--- config.mk ---
export PLATFORM = sky130hd
export DESIGN_NAME = wb_port_arbiter_flat
export DESIGN_NICKNAME = d
export VERILOG_FILES = /design/src/rtl/wb_port_arbiter_if.sv /design/src/rtl/wb_port_arbiter.sv /design/src/flat_wrapper.sv
export SDC_FILE = /design/constraint.sdc
export NUM_CORES = 1
export LEC_CHECK = 0
export CORE_MARGIN = 2
export CORE_UTILIZATION = 52
export DETAILED_ROUTE_END_ITERATION = 10
export PLACE_DENSITY = 0.85
export RECOVER_POWER = 50
export SETUP_SLACK_MARGIN = 0.02
export SYNTH_ARGS = -nofsm -noshare
export SYNTH_HDL_FRONTEND = slang
export SYNTH_SLANG_ARGS = --single-unit
--- constraint.sdc ---
create_clock -name clk -period 2.9 [get_ports clk]
set_input_delay 0.29 -clock clk [delete_from_list [all_inputs] [get_ports clk]]
set_output_delay 0.29 -clock clk [all_outputs]
set_load 0.03 [all_outputs]
--- src/rtl/wb_port_arbiter_if.sv ---
// Signal bundle around the single register-file write port: pipeline writeback,
// long-latency result offer, decode hazard inputs and the arbitrated RF write.
interface wb_port_arbiter_if;
  logic        RegWriteW;
  logic [4:0]  WriteRegW;
  logic [31:0] ResultW;
  logic        md_valid;
  logic [4:0]  md_reg;
  logic [31:0] md_data;
  logic        md_ready;
  logic        issue_valid;
  logic [4:0]  issue_reg;
  logic [4:0]  RsD;
  logic [4:0]  RtD;
  logic        RegWriteD;
  logic [4:0]  WriteRegD;
  logic        StallD;
  logic        StallW;
  logic        rf_we;
  logic [4:0]  rf_waddr;
  logic [31:0] rf_wdata;

  modport master (
    output RegWriteW, WriteRegW, ResultW, md_valid, md_reg, md_data,
           issue_valid, issue_reg, RsD, RtD, RegWriteD, WriteRegD,
    input  md_ready, StallD, StallW, rf_we, rf_waddr, rf_wdata
  );

  modport slave (
    input  RegWriteW, WriteRegW, ResultW, md_valid, md_reg, md_data,
           issue_valid, issue_reg, RsD, RtD, RegWriteD, WriteRegD,
    output md_ready, StallD, StallW, rf_we, rf_waddr, rf_wdata
  );
endinterface

--- src/rtl/wb_port_arbiter.sv ---
// Shares one RF write port between the writeback stage and a 2-entry mul/div result
// FIFO, with starvation forcing and a pending-register scoreboard for decode stalls.
module wb_port_arbiter #(
  parameter int unsigned STARVE_MAX = 3
) (
  input logic              clk,
  input logic              rst_n,
  wb_port_arbiter_if.slave bus
);
  localparam int unsigned CW = (STARVE_MAX < 1) ? 1 : $clog2(STARVE_MAX + 1);
  localparam logic [CW-1:0] STARVE_LIM = CW'(STARVE_MAX);

  logic            live_q;
  logic [4:0]      ent_reg_q  [2];
  logic [31:0]     ent_data_q [2];
  logic            wr_ptr_q, rd_ptr_q;
  logic [1:0]      count_q, count_d;
  logic [CW-1:0]   starve_q, starve_d;
  logic [31:0]     pending_q, pending_d;

  logic            fifo_empty, fifo_full, force_head, grant_fifo, push, issue_set, stall_dec;
  logic [4:0]      head_reg, waddr;
  logic [31:0]     head_data;

  always_comb begin
    fifo_empty = (count_q == 2'd0);
    fifo_full  = (count_q == 2'd2);
    force_head = (starve_q == STARVE_LIM);
    grant_fifo = !fifo_empty && (!bus.RegWriteW || force_head);
    push       = bus.md_valid && live_q && !fifo_full;
    head_reg   = ent_reg_q[rd_ptr_q];
    head_data  = ent_data_q[rd_ptr_q];
    waddr      = grant_fifo ? head_reg : bus.WriteRegW;

    // Bit 0 of pending_q is never set, so register 0 cannot stall.
    stall_dec  = live_q && (pending_q[bus.RsD] || pending_q[bus.RtD] ||
                 (bus.RegWriteD && pending_q[bus.WriteRegD]) ||
                 (bus.issue_valid && pending_q[bus.issue_reg]));
    issue_set  = bus.issue_valid && !stall_dec && (bus.issue_reg != 5'd0);

    pending_d = pending_q;
    if (grant_fifo) pending_d[head_reg] = 1'b0;
    if (issue_set)  pending_d[bus.issue_reg] = 1'b1;
    pending_d[0] = 1'b0;

    case ({push, grant_fifo})
      2'b10:   count_d = count_q + 2'd1;
      2'b01:   count_d = count_q - 2'd1;
      default: count_d = count_q;
    endcase

    if (fifo_empty || grant_fifo)  starve_d = '0;
    else if (starve_q != STARVE_LIM) starve_d = starve_q + CW'(1);
    else                           starve_d = starve_q;
  end

  assign bus.md_ready = live_q && !fifo_full;
  assign bus.StallD   = stall_dec;
  assign bus.StallW   = !fifo_empty && bus.RegWriteW && force_head;
  assign bus.rf_waddr = waddr;
  assign bus.rf_wdata = grant_fifo ? head_data : bus.ResultW;
  assign bus.rf_we    = live_q && (grant_fifo || bus.RegWriteW) && (waddr != 5'd0);

  always_ff @(posedge clk or negedge rst_n) begin
    if (!rst_n) begin
      live_q        <= 1'b0;
      wr_ptr_q      <= 1'b0;
      rd_ptr_q      <= 1'b0;
      count_q       <= '0;
      starve_q      <= '0;
      pending_q     <= '0;
      ent_reg_q[0]  <= '0;
      ent_reg_q[1]  <= '0;
      ent_data_q[0] <= '0;
      ent_data_q[1] <= '0;
    end else begin
      live_q    <= 1'b1;
      count_q   <= count_d;
      starve_q  <= starve_d;
      pending_q <= pending_d;
      if (push) begin
        ent_reg_q[wr_ptr_q]  <= bus.md_reg;
        ent_data_q[wr_ptr_q] <= bus.md_data;
        wr_ptr_q             <= ~wr_ptr_q;
      end
      if (grant_fifo) rd_ptr_q <= ~rd_ptr_q;
    end
  end
endmodule

--- src/flat_wrapper.sv ---
// flat-port wrapper written by rule: the top's interface ports become plain ports
module wb_port_arbiter_flat 
#(
  parameter int unsigned STARVE_MAX = 3
)
  (clk, rst_n, bus_RegWriteW, bus_WriteRegW, bus_ResultW, bus_md_valid, bus_md_reg, bus_md_data, bus_issue_valid, bus_issue_reg, bus_RsD, bus_RtD, bus_RegWriteD, bus_WriteRegD, bus_md_ready, bus_StallD, bus_StallW, bus_rf_we, bus_rf_waddr, bus_rf_wdata);
  wb_port_arbiter_if bus_i ();
  input logic clk;
  input logic rst_n;
  input wire logic [$bits(bus_i.RegWriteW)-1:0] bus_RegWriteW;
  input wire logic [$bits(bus_i.WriteRegW)-1:0] bus_WriteRegW;
  input wire logic [$bits(bus_i.ResultW)-1:0] bus_ResultW;
  input wire logic [$bits(bus_i.md_valid)-1:0] bus_md_valid;
  input wire logic [$bits(bus_i.md_reg)-1:0] bus_md_reg;
  input wire logic [$bits(bus_i.md_data)-1:0] bus_md_data;
  input wire logic [$bits(bus_i.issue_valid)-1:0] bus_issue_valid;
  input wire logic [$bits(bus_i.issue_reg)-1:0] bus_issue_reg;
  input wire logic [$bits(bus_i.RsD)-1:0] bus_RsD;
  input wire logic [$bits(bus_i.RtD)-1:0] bus_RtD;
  input wire logic [$bits(bus_i.RegWriteD)-1:0] bus_RegWriteD;
  input wire logic [$bits(bus_i.WriteRegD)-1:0] bus_WriteRegD;
  output wire logic [$bits(bus_i.md_ready)-1:0] bus_md_ready;
  output wire logic [$bits(bus_i.StallD)-1:0] bus_StallD;
  output wire logic [$bits(bus_i.StallW)-1:0] bus_StallW;
  output wire logic [$bits(bus_i.rf_we)-1:0] bus_rf_we;
  output wire logic [$bits(bus_i.rf_waddr)-1:0] bus_rf_waddr;
  output wire logic [$bits(bus_i.rf_wdata)-1:0] bus_rf_wdata;
  assign bus_i.RegWriteW = bus_RegWriteW;
  assign bus_i.WriteRegW = bus_WriteRegW;
  assign bus_i.ResultW = bus_ResultW;
  assign bus_i.md_valid = bus_md_valid;
  assign bus_i.md_reg = bus_md_reg;
  assign bus_i.md_data = bus_md_data;
  assign bus_i.issue_valid = bus_issue_valid;
  assign bus_i.issue_reg = bus_issue_reg;
  assign bus_i.RsD = bus_RsD;
  assign bus_i.RtD = bus_RtD;
  assign bus_i.RegWriteD = bus_RegWriteD;
  assign bus_i.WriteRegD = bus_WriteRegD;
  assign bus_md_ready = bus_i.md_ready;
  assign bus_StallD = bus_i.StallD;
  assign bus_StallW = bus_i.StallW;
  assign bus_rf_we = bus_i.rf_we;
  assign bus_rf_waddr = bus_i.rf_waddr;
  assign bus_rf_wdata = bus_i.rf_wdata;
  wb_port_arbiter #(.STARVE_MAX(STARVE_MAX)) u_core (.clk(clk), .rst_n(rst_n), .bus(bus_i));
endmodule
==> impl_metrics.yaml <==
drt:
  first_pass_iters: 5
  vias: 6229
  drc_errors: 0
  routed_wl_um: 21500
  avgViaCountPerCell: 6.22
  antenna_left: 0
  dr.first_iter.drc_count: 431
  wl_per_cell_um: 21.4
run_status:
  status: "finished, final reports clean"
setup_path:
  crit_buf_inv: 2
  cp_num_cells: 8
  cpPeakStageDelay_ns: 0.44
  crit_path_max_fanout: 3
  r2r_cells: 6
  path_cells: "buf_4, mux4_2, a32o_1, a311oi_2, o211ai_1, and2_1, o21a_1, buf_2"
  crit_family: "compound AO/OA/AOI/OAI gates"
  required_ns: 2.61
  r2r_slack_ns: 0.35
  cp.arrival_ns: 2.49
  worst_path_max_delay_cell: "mux4_2"
  end_kind: "output port"
  startpoint_type: "flip-flop"
  crit_type: "flip-flop to output port"
synth:
  synth_top_area_cell: "dfrtp_1"
  synth.yosys.seq_area_share_pct: 41.3
  async_flop_share_pct: 100
  yosys_warnings: 0
  ys_types: 63
  synth_area_sq_um: 6780
  syn_inst: 634
  synth_edf_count: 0
  synth-main-ff-cell: "dfrtp_1"
  synth_area_per_cell_sq_um: 10.7
  syn_nets: 736
  synth_top_area_share_pct: 41.3
  synth-seq-cells: 112
  synthTopCellsByArea: "dfrtp_1, mux2i_1, mux2_1, mux2_2, mux4_2"
global_routing:
  grt-ovfl-total: 0
  grt_pass1_wl_um: 34700
  grt_pass1_vias: 6458
  track_usage_pct: 31.7
  antenna_found_initial: 0
  grt_max_degree: 61
place:
  hpwl_um: 15900
  place.gp.congestion: 1.03
  placed_area_sq_um: 8860
  io_buffers: 140
floorplanning:
  core_area_sq_um: 12700
  rows: 41
  initial_core_util_pct: 53.5
  ios: 141
  fp.dieW_um: 118
  die-height_um: 118
  dieArea_sq_um: 14000
timing:
  timing.fmax_mhz: 359
  finalCritPeriodShare_pct: 95.9
  whs_ns: 0.249
  drv_slew: 0
  finalSetupViolCount: 0
  min_period_ns: 2.78
  rsz0062_at_grt: "no"
  skew_ns: 0.00889
  worst_pin_slew_ns: 1.42
  hold_viol: 0
  slew_headroom_pct: 5.64
cells_and_area:
  final_cell_mix: "dfrtp_1, clkdlybuf4s50_1, buf_4"
  area_growth_pct: 35.5
  drive_above_1_share_pct: 21.7
  fin_nets: 927
  final_common_cell: "dfrtp_1"
  fin_area_sq_um: 9190
  diodes: 0
clock_tree:
  cts_hold_buf: 0
  numCtsBuffers: 9
  post_cts.repair.setup_buffers: 0
  cts_buffer_depth: 2
  cts_htree_levels: 3
  clk_pin_slew_worst_paths_ns: 0.08
  clk_latency_ns: 0.36
  cts_sinks: 112
  clockRootBuffer: "clkbuf_16"
  cts_tree: "yes"
power_and_ir_drop:
  vdd_drop_max_v: 0.000662
  leakagePower_nw: 4.02
  power_per_cell_area_nw_per_um2: 969
min_path:
  hold_class: "input port to asynchronous set/reset pin"
run:
  max-cap-violations: 0
## cells by family after synthesis
group,count (synthesis),synth area share (%)
compound gates,134,13.1
xor+xnor,4,0.517
fa+ha+maj,2,0.369
buf+inv,54,3.76
flops,112,41.3
mux,157,28.4
other cells,1,0.0553
simple gates,170,12.5
## cell usage after synthesis, drive strengths merged, types with 2 or more instances
cell type and count:
nor2 47, or3 2, mux4 19, mux2i 52
a311oi 3, nand3 36, a31oi 2, o31ai 2
nand3b 2, inv 8, and3 2, a21boi 2
or3b 2, nand2 34, nor3 7, mux2 86
and3b 3, o221ai 18, ha 2, nor2b 8
a21oi 38, o311ai 2, nand4 5, dfrtp 112
clkbuf 18, a2111oi 4, o211ai 13, nor3b 4
o22ai 5, nand2b 6, and2 7, xor2 2
xnor2 2, buf 28, o21ai 35
## path summary, 6_finish.rpt
check                                           from               endpoint
worst min-delay path                           rst_n  u_core.ent_data_q[16]
worst min register to register    u_core.starve_q[0]     u_core.starve_q[0]
max in group asynchronous                      rst_n   u_core.pending_q[24]
min in group clk                  u_core.starve_q[0]     u_core.starve_q[0]
worst max register to register     u_core.count_q[0]  u_core.ent_data_q[44]
worst max-delay path            u_core.pending_q[25]             bus_StallD
## metal layers
metal / global-route usage [%] / part of all wire (%)
met5: 0 / 0
met3: 5.98 / 7.9
met4: 15.4 / 3.8
met1: 41.0 / 40
met2: 51.1 / 48
## per-stage QoR
step	util [%]	instances	power (mW)	setup WS, ns	TNS, ns
global placement	69.9	986	7.48	-0.468	-1.11
finish	72.5	1002	8.91	0.118	0
floorplan	-	634	5.67	0.199	0
detailed placement	69.9	986	7.64	-0.453	-1.02
global route	72.5	1002	9.38	0.0198	0
CTS	72.1	1002	8.92	0.0264	0
## registers in the layout, summed over array words and instances, names as in the netlist
register	cells
u_core.count_q	2
u_core.ent_data_q	64
u_core.ent_reg_q	10
u_core.live_q	1
u_core.pending_q	31
u_core.rd_ptr_q	1
u_core.starve_q	2
u_core.wr_ptr_q	1
## what timing repair did
action                                 in CTS  in global routing
setup endpoints to repair                   2                 25
endpoints found under the hold margin       0                  0
gates resized for setup                    10                 25
pin swaps                                   2                  3
## power by group
part	switching [mW]	total, mW	internal [mW]
sequential	0.719	3.06	2.34
combinational	2.43	4.62	2.20
clock	0.594	1.23	0.637
total	3.74	8.91	5.17
## layout make-up
type / instances / area (sq um)
Clock buffer: 11 / 253
Clock inverter: 5 / 38.8
Fill cell: 904 / 3480
Inverter: 8 / 30.0
Multi-Input combinational cell: 468 / 3750
Sequential cell: 112 / 2800
Tap cell: 172 / 215
Timing Repair Buffer: 226 / 2100
No activity file was read; power rests on OpenSTA's default activity.
==> edit, RTL diff (config.mk and constraints unchanged) <==
`STARVE_MAX` is set to 3 in 2 places; all go to 2.
--- a/src/rtl/wb_port_arbiter.sv
+++ b/src/rtl/wb_port_arbiter.sv
@@ -1,7 +1,7 @@
 // Shares one RF write port between the writeback stage and a 2-entry mul/div result
 // FIFO, with starvation forcing and a pending-register scoreboard for decode stalls.
 module wb_port_arbiter #(
-  parameter int unsigned STARVE_MAX = 3
+  parameter int unsigned STARVE_MAX = 2
 ) (
   input logic              clk,
   input logic              rst_n,
--- a/src/flat_wrapper.sv
+++ b/src/flat_wrapper.sv
@@ -1,7 +1,7 @@
 // flat-port wrapper written by rule: the top's interface ports become plain ports
 module wb_port_arbiter_flat 
 #(
-  parameter int unsigned STARVE_MAX = 3
+  parameter int unsigned STARVE_MAX = 2
 )
   (clk, rst_n, bus_RegWriteW, bus_WriteRegW, bus_ResultW, bus_md_valid, bus_md_reg, bus_md_data, bus_issue_valid, bus_issue_reg, bus_RsD, bus_RtD, bus_RegWriteD, bus_WriteRegD, bus_md_ready, bus_StallD, bus_StallW, bus_rf_we, bus_rf_waddr, bus_rf_wdata);
   wb_port_arbiter_if bus_i ();
Check against the original RTL: not equivalent (Yosys sat finds a counterexample within 10 cycles, from zero or initial values and one cycle with rst_n low).
==> edit against the original RTL <==
  * The run now ends with max-capacitance violations, max-slew violations, negative setup slack left
  * Critical endpoint is now u_core.pending_q[20]$_DFF_PN0_
  * Sequential cell count unchanged
  * Largest cell class unchanged
  * Wire length increased by 0.17%
  * Final area increased by 3.5%
  * Power increased by 7.4%
  * Synthesized area decreased by 1.0%
  * Synthesized cell count decreased by 0.32%
  * Non-clock buffer count increased by 7
  * Die area decreased by 0.96%
  * Setup slack got worse by 0.18 ns
==> edit: results (changes against the original RTL) <==
worst setup path end -> u_core.pending_q[20]$_DFF_PN0_
CP top delay family -> multiplexers
WHS -> 0.430 ns (+0.182 ns)
Post-Syn Instances -> 632 (-0.32%)
M1 wire length -> 8.53 mm (-0.96%)
metal3 WL -> 1.34 mm (-21%)
Synth Area in Compound Gates -> 0.147 (+0.0160)
LEAKAGE -> 4.21 nW (+4.9%)
total track usage -> 0.305 (-0.0114)
pin count of the biggest net entering global routing -> 83 (+36%)
FF-to-FF End -> u_core.pending_q[20]$_DFF_PN0_
Sw Ratio -> 0.416 (-0.00356)
fill count -> 866 (-4.2%)
routed len/inst -> 21.2 um (-0.92%)
Slew Viols, Final -> 83 (+83)
Area contributors post-synth -> dfrtp_1 42%, mux2_2 13%, mux2i_1 9.8%, mux4_2 4.7%, nand2_1 3.0%
R2R depth -> 8 (+2)
FF-to-FF setup slack -> -0.07 ns (-0.42 ns)
setup-violating endpoint count in the final report -> 14 (+14)
violated checks -> max-capacitance violations, max-slew violations, negative setup slack
layout net count -> 939 (+1.3%)
synth cell count leaders -> 112 x dfrtp_1, 80 x mux2_2, 66 x mux2i_1
Inst Count DP -> 989 (+0.30%)
max_cap viols -> 1 (+1)
post-synth cell types -> 57 (-9.5%)
status -> finished with violations
DR vias -> 6172 (-0.92%)
RR Startpoint -> u_core.pending_q[6]$_DFF_PN0_
Setup WS post-layout -> -0.0659 ns (-0.184 ns)
vias in the first global route -> 6346 (-1.7%)
Syn Nets -> 734 (-0.27%)
## edit: cell types whose count changed in the layout (fill, tap and decap cells not counted), sizes merged, moves of 5 or more
cell | before | now
a22oi | 1 | 6
o211ai | 13 | 2
buf | 89 | 114
nand2 | 34 | 53
mux2i | 52 | 66
mux4 | 19 | 14
nor2 | 47 | 52
mux2 | 86 | 81
nand3 | 36 | 5
o221ai | 18 | 1
dlymetal6s2s | 23 | 4
o311ai | 2 | 27
## edit: area by class of cell
type | count | share of cell area
Clock inverter | 4 | 0.00578
Clock buffer | 11 | 0.0255
Tap cell | 172 | 0.0226
Inverter | 10 | 0.00394
Sequential cell | 112 | 0.295
Timing Repair Buffer | 233 | 0.221
Multi-Input combinational cell | 471 | 0.426
## edit: routing by layer
metal | vias to the layer above | track usage
met5 | - | 0
met4 | 0 | 0.138
met3 | 62 | 0.0664
met2 | 272 | 0.515
met1 | 3066 | 0.376
li1 | 2772 | -
